`config.mk`:
```
export PLATFORM = sky130hd
export DESIGN_NAME = shot_ctl
export DESIGN_NICKNAME = d
export VERILOG_FILES = /design/src/rtl/shot_ctl.sv
export SDC_FILE = /design/constraint.sdc
export NUM_CORES = 1
export LEC_CHECK = 0
export ABC_CLOCK_PERIOD_IN_PS = 2750
export BUFFER_PORTS_ARGS = -buffer_cell sky130_fd_sc_hd__buf_2
export CAP_MARGIN = 40
export CORE_UTILIZATION = 40
export DETAILED_ROUTE_END_ITERATION = 10
export PLACE_DENSITY = 0.61
export SLEW_MARGIN = 20
export SYNTH_ARGS = -nofsm -noshare
export SYNTH_HDL_FRONTEND = slang
export SYNTH_SLANG_ARGS = --single-unit
```
`constraint.sdc`:
```
create_clock -name clk -period 2.75 [get_ports clk]
set_input_delay 0.275 -clock clk [delete_from_list [all_inputs] [get_ports clk]]
set_output_delay 0.275 -clock clk [all_outputs]
set_load 0.02 [all_outputs]
```
`src/rtl/shot_ctl.sv`:
```
// rtl/shot_ctl.sv - Duck Hunt shot controller: trigger edge to shot event, hit test, ammo and cooldown
//
// Turns a press of the mouse trigger into a single shot event and tests it
// against the duck hitbox. It also enforces the per-round ammo budget and the
// cooldown that follows every shot.
//
// Optional feature: define SHOT_CTL_INF_AMMO_EN to enable infinite ammo.
// shots_left then stays at SHOTS_PER_ROUND, EMPTY is never entered and
// out_of_ammo stays 0. The cooldown and hit logic do not change.
//
// Ports:
//   clk          in   pixel clock, rising edge
//   rst          in   synchronous active-high reset
//   mouse_left   in   trigger level
//   mouse_xpos   in   cursor x (12 bits)
//   mouse_ypos   in   cursor y (12 bits)
//   duck_xpos    in   hitbox top-left x (12 bits)
//   duck_ypos    in   hitbox top-left y (12 bits)
//   duck_active  in   duck is shootable
//   round_start  in   one-cycle reload pulse
//   shot         out  one-cycle pulse per accepted shot
//   hit          out  one-cycle pulse with shot when it lands
//   miss         out  one-cycle pulse with shot when it does not land
//   shot_xpos    out  latched cursor x of the last shot
//   shot_ypos    out  latched cursor y of the last shot
//   shots_left   out  remaining ammo (4 bits)
//   out_of_ammo  out  high while in EMPTY

module shot_ctl #(
    parameter int SHOTS_PER_ROUND = 3,
    parameter int COOLDOWN_CYCLES = 650000,
    parameter int BOX_W           = 64,
    parameter int BOX_H           = 64
) (
    input  logic        clk,
    input  logic        rst,
    input  logic        mouse_left,
    input  logic [11:0] mouse_xpos,
    input  logic [11:0] mouse_ypos,
    input  logic [11:0] duck_xpos,
    input  logic [11:0] duck_ypos,
    input  logic        duck_active,
    input  logic        round_start,
    output logic        shot,
    output logic        hit,
    output logic        miss,
    output logic [11:0] shot_xpos,
    output logic [11:0] shot_ypos,
    output logic [3:0]  shots_left,
    output logic        out_of_ammo
);

    localparam int               CNT_W     = (COOLDOWN_CYCLES > 1) ? $clog2(COOLDOWN_CYCLES) : 1;
    localparam logic [CNT_W-1:0] CNT_LAST  = CNT_W'(COOLDOWN_CYCLES - 1);
    localparam logic [3:0]       AMMO_FULL = 4'(SHOTS_PER_ROUND);

    typedef enum logic [1:0] {
        S_READY,
        S_EVAL,
        S_COOLDOWN,
        S_EMPTY
    } state_t;

    state_t           r_state;
    logic             r_left_q;
    logic             r_left_d;
    logic [11:0]      r_xpos_q;
    logic [11:0]      r_ypos_q;
    logic [CNT_W-1:0] r_cnt;

    logic             w_rise;
    logic             w_in_x;
    logic             w_in_y;
    logic             w_hit;

    // Mouse inputs are registered once; left_d is one more delay for edge detection.
    always_ff @(posedge clk) begin
        if (rst) begin
            r_left_q <= 1'b0;
            r_left_d <= 1'b0;
            r_xpos_q <= 12'd0;
            r_ypos_q <= 12'd0;
        end else begin
            r_left_q <= mouse_left;
            r_left_d <= r_left_q;
            r_xpos_q <= mouse_xpos;
            r_ypos_q <= mouse_ypos;
        end
    end

    assign w_rise = r_left_q & ~r_left_d;

    // The comparison is done at 13 bits so that a box near 4095 does not wrap to 0.
    assign w_in_x = ({1'b0, shot_xpos} >= {1'b0, duck_xpos}) &&
                    ({1'b0, shot_xpos} <  ({1'b0, duck_xpos} + 13'(BOX_W)));
    assign w_in_y = ({1'b0, shot_ypos} >= {1'b0, duck_ypos}) &&
                    ({1'b0, shot_ypos} <  ({1'b0, duck_ypos} + 13'(BOX_H)));
    assign w_hit  = duck_active && w_in_x && w_in_y;

    always_ff @(posedge clk) begin
        if (rst) begin
            r_state     <= S_READY;
            r_cnt       <= '0;
            shot        <= 1'b0;
            hit         <= 1'b0;
            miss        <= 1'b0;
            shot_xpos   <= 12'd0;
            shot_ypos   <= 12'd0;
            shots_left  <= AMMO_FULL;
            out_of_ammo <= 1'b0;
        end else begin
            shot <= 1'b0;
            hit  <= 1'b0;
            miss <= 1'b0;
            case (r_state)
                S_READY: begin
                    // A reload that coincides with a click takes priority and drops the click.
                    if (round_start) begin
                        shots_left <= AMMO_FULL;
                    end else if (w_rise) begin
                        shot_xpos <= r_xpos_q;
                        shot_ypos <= r_ypos_q;
`ifndef SHOT_CTL_INF_AMMO_EN
                        shots_left <= shots_left - 4'd1;
`endif
                        r_state <= S_EVAL;
                    end
                end
                S_EVAL: begin
                    // The shot always completes; a reload here only redirects the FSM to READY.
                    shot  <= 1'b1;
                    hit   <= w_hit;
                    miss  <= ~w_hit;
                    r_cnt <= '0;
                    if (round_start) begin
                        shots_left <= AMMO_FULL;
                        r_state    <= S_READY;
                    end else begin
                        r_state <= S_COOLDOWN;
                    end
                end
                S_COOLDOWN: begin
                    if (round_start) begin
                        shots_left <= AMMO_FULL;
                        r_cnt      <= '0;
                        r_state    <= S_READY;
                    end else if (r_cnt == CNT_LAST) begin
                        r_cnt <= '0;
`ifdef SHOT_CTL_INF_AMMO_EN
                        r_state <= S_READY;
`else
                        if (shots_left != 4'd0) begin
                            r_state <= S_READY;
                        end else begin
                            r_state     <= S_EMPTY;
                            out_of_ammo <= 1'b1;
                        end
`endif
                    end else begin
                        r_cnt <= r_cnt + 1'b1;
                    end
                end
                S_EMPTY: begin
                    if (round_start) begin
                        shots_left  <= AMMO_FULL;
                        out_of_ammo <= 1'b0;
                        r_state     <= S_READY;
                    end
                end
                default: r_state <= S_READY;
            endcase
        end
    end

endmodule

```
==> impl_metrics.csv <==
group,metric,value,unit
sta,slew_headroom,49.0,%
sta,rsz0062_at_grt,"false",
yosys,synth_seq_cells,80,
cts,cts_resized,0,
drt,post_drt_wl_per_cell,12.7,um
drt,drtAntennaViolNets,0,
global_routing,grt_pass1_vias,3161,
run,cap_viol_max_count,0,
setup_path,worstPathRequired,2.96,ns
yosys,syn_area,0.00403,mm2
sta,fin_setup_tns,0,ns
yosys,synth.top_cells.by_count,"dfxtp_1 (80), nand2_1 (72), ha_1 (46)",
drt,drt_iter0_markers,60,
placement,hpwl,6580,um
yosys,synth_cell_types,45,
layout,antenna_cells,0,
cts,clkLatencyLatePin,0.35,ns
layout,syn_to_final_growth,19.3,%
drt,drc,0,
global_routing,antenna_found_initial,0,
pwr,p_leak,2.22,nW
drt,drt_wl_total,8760,um
cts,path_clk_slew,0.08,ns
yosys,ys_async_sr_fraction,0,%
sta,period_share,77.4,%
sta,hold_viol,0,
setup_path,setup.worst_path.start_class,"register",
global_routing,grt_max_degree,59,
sta,tightest_slew,0.765,ns
setup_path,critical_path_class,"reg2reg",
sta,hold_ws,0.132,ns
sta,finalSetupViolations,0,
floorplanning,core,0.00977,mm2
global_routing,grt_pass1_wl,14300,um
floorplanning,die_area,0.0105,mm2
yosys,avgSynthCellArea,8.62,um2
pwr,intPower,0.00192,W
drt,via_per_inst,4.80,
pwr,p_per_area,527,mW/mm2
floorplanning,ios,85,
layout,drive_gt1_share,20.0,%
setup_path,rrSetupSlack,0.62,ns
yosys,syn_nets,566,
global_routing,grt.overflow.total,0,
yosys,ys_top_cells_by_area,"dfxtp_1 (40%), ha_1 (14%), nand2_1 (6.7%)",
placement,portBuffers,84,
yosys,yosysWarnings,0,
layout,fill_cells,981,
global_routing,track_usage,17.7,%
cts,cts_buffers,9,
drt,drt_pass1_iterations,4,
layout,final_nets,649,
floorplanning,rows,36,
cts,cts_tree,"done",
setup_path,cp_max_fo,6,
setup_path,end_kind,"register",
sta,fin_skew,0.00636,ns
placement,gp_congestion,0.832,
min_path,hp-class,"in2reg",
sta,drv_slew,0,
pwr,p_comb_share,11.5,%
cts,cts.root.buffer_cell,"clkbuf_8",
floorplanning,die_y,102,um
cts,cts.hold.buffers_added,0,
yosys,synth_top_area_cell,"dfxtp_1",
pwr,swShare,24.0,%
cts,clockBufferDepth,2,
floorplanning,dieWidth,102,um
yosys,ys_seq_area_share,39.8,%
cts,htree_levels,3,
layout,final_util,49.2,%
yosys,synth_edf_count,0,
pwr,irDropWorstVdd,0.377,mV
pwr,power_frac_seq,48.1,%
sta,fin_ws,0.621,ns
yosys,synth.top_cell.area_share,39.8,%
cts,cts_setup_buffers,0,
pwr,fin_total_pwr,0.00253,W
floorplanning,initial_core_util,41.2,%
drt,num_vias,3300,
outcome,status,"complete, no violations",
sta,min_period,2.13,ns
sta,fmax,470,MHz
yosys,ys.flop_type,"dfxtp_1",
yosys,syn_inst,467,
cts,clock-sinks,80,
yosys,synth.most_common_cell,"dfxtp_1",
placement,place_ws,0.376,ns
setup_path,critPathArrivalTime,2.34,ns
pwr,power.switching,0.000607,W
pwr,p_clk_share,40.4,%
-- power by group through the flow --
stage	registers, W	logic [W]	clock network, W
after global placement	0.00124	0.000288	0
after floorplan	0.00125	0.000185	0
final	0.00122	0.000292	0.00102
after global routing	0.00122	0.000333	0.00111
after detailed placement	0.00124	0.000293	0
after CTS	0.00122	0.000296	0.00106
-- stage by stage --
stage	instances	cell area, um2
after floorplan	467	4030
after global placement	672	4570
after detailed placement	672	4570
after CTS	688	4800
after global routing	688	4800
final	688	4800
-- worst max-delay path, cell delays in order (launching register included) --
cell and delay [ns]:
dfxtp_1 0.40, inv_1 0.10, ha_1 0.41, nand4_2 0.16
nor3_2 0.35, and2_1 0.22, nand4_1 0.12, xor2_1 0.18
nor2_2 0.04
-- layout by cell type (no fill, tap or decap), types with 3 or more instances in the layout --
| cell type | synthesis | routed |
|---|---|---|
| a211oi_1 | 5 | 5 |
| a21o_1 | 6 | 6 |
| a21oi_1 | 37 | 37 |
| and2_1 | 3 | 3 |
| and3_1 | 3 | 3 |
| buf_2 | 5 | 84 |
| buf_4 | 1 | 3 |
| bufinv_16 | 0 | 3 |
| clkbuf_8 | 0 | 9 |
| dfxtp_1 | 80 | 80 |
| ha_1 | 46 | 46 |
| inv_1 | 36 | 36 |
| nand2_1 | 72 | 72 |
| nand2b_1 | 5 | 5 |
| nand3_1 | 12 | 12 |
| nand4_1 | 10 | 10 |
| nor2_1 | 30 | 30 |
| nor2b_1 | 32 | 32 |
| nor3_1 | 7 | 7 |
| o21ai_0 | 6 | 6 |
| xnor2_1 | 15 | 15 |
| xor2_1 | 15 | 15 |
-- worst paths after layout --
check                                   start            to  cells past startpoint
worst min register to register    r_xpos_q[4]  shot_xpos[4]                      2
worst max-delay path               r_state[1]     r_cnt[19]                      8
worst max register to register     r_state[1]     r_cnt[19]                      8
worst min-delay path            mouse_xpos[2]   r_xpos_q[2]                      2
-- cell families after synthesis --
logic type / after synthesis / share of synthesized area [%]
mux: 1 / 0.249
flops: 80 / 39.8
simple gates: 190 / 23.6
compound gates: 69 / 10.6
fa+ha+maj: 46 / 14.3
xor+xnor: 30 / 6.53
buf+inv: 51 / 5.00
-- state kept, by name, summed over array words and instances, names as in the netlist --
name / cells
r_ypos_q: 12
r_left_d: 1
out_of_ammo: 1
r_cnt: 20
shots_left: 4
shot_ypos: 12
shot_xpos: 12
r_left_q: 1
miss: 1
r_xpos_q: 12
hit: 1
r_state: 2
shot: 1
-- layer usage --
layer / GRT usage [%] / wire (um) / vias to the layer above
met1: 21.1 / 3930 / 1501
met3: 5.40 / 398 / 9
met2: 30.9 / 4350 / 57
met5: 0 / 0 / -
li1: - / - / 1733
met4: 4.29 / 80 / 0
-- area by class of cell --
type / count / area (um2) / area share, %
repair buffers: 87 / 443 / 9.22
well taps: 133 / 166 / 3.46
clock buffers: 11 / 131 / 2.73
multi-input cells: 336 / 2220 / 46.3
clock inverters: 5 / 104 / 2.16
inverters: 36 / 135 / 2.81
flip-flops and latches: 80 / 1600 / 33.3
Note: power is estimated with default switching activity, not from simulation.
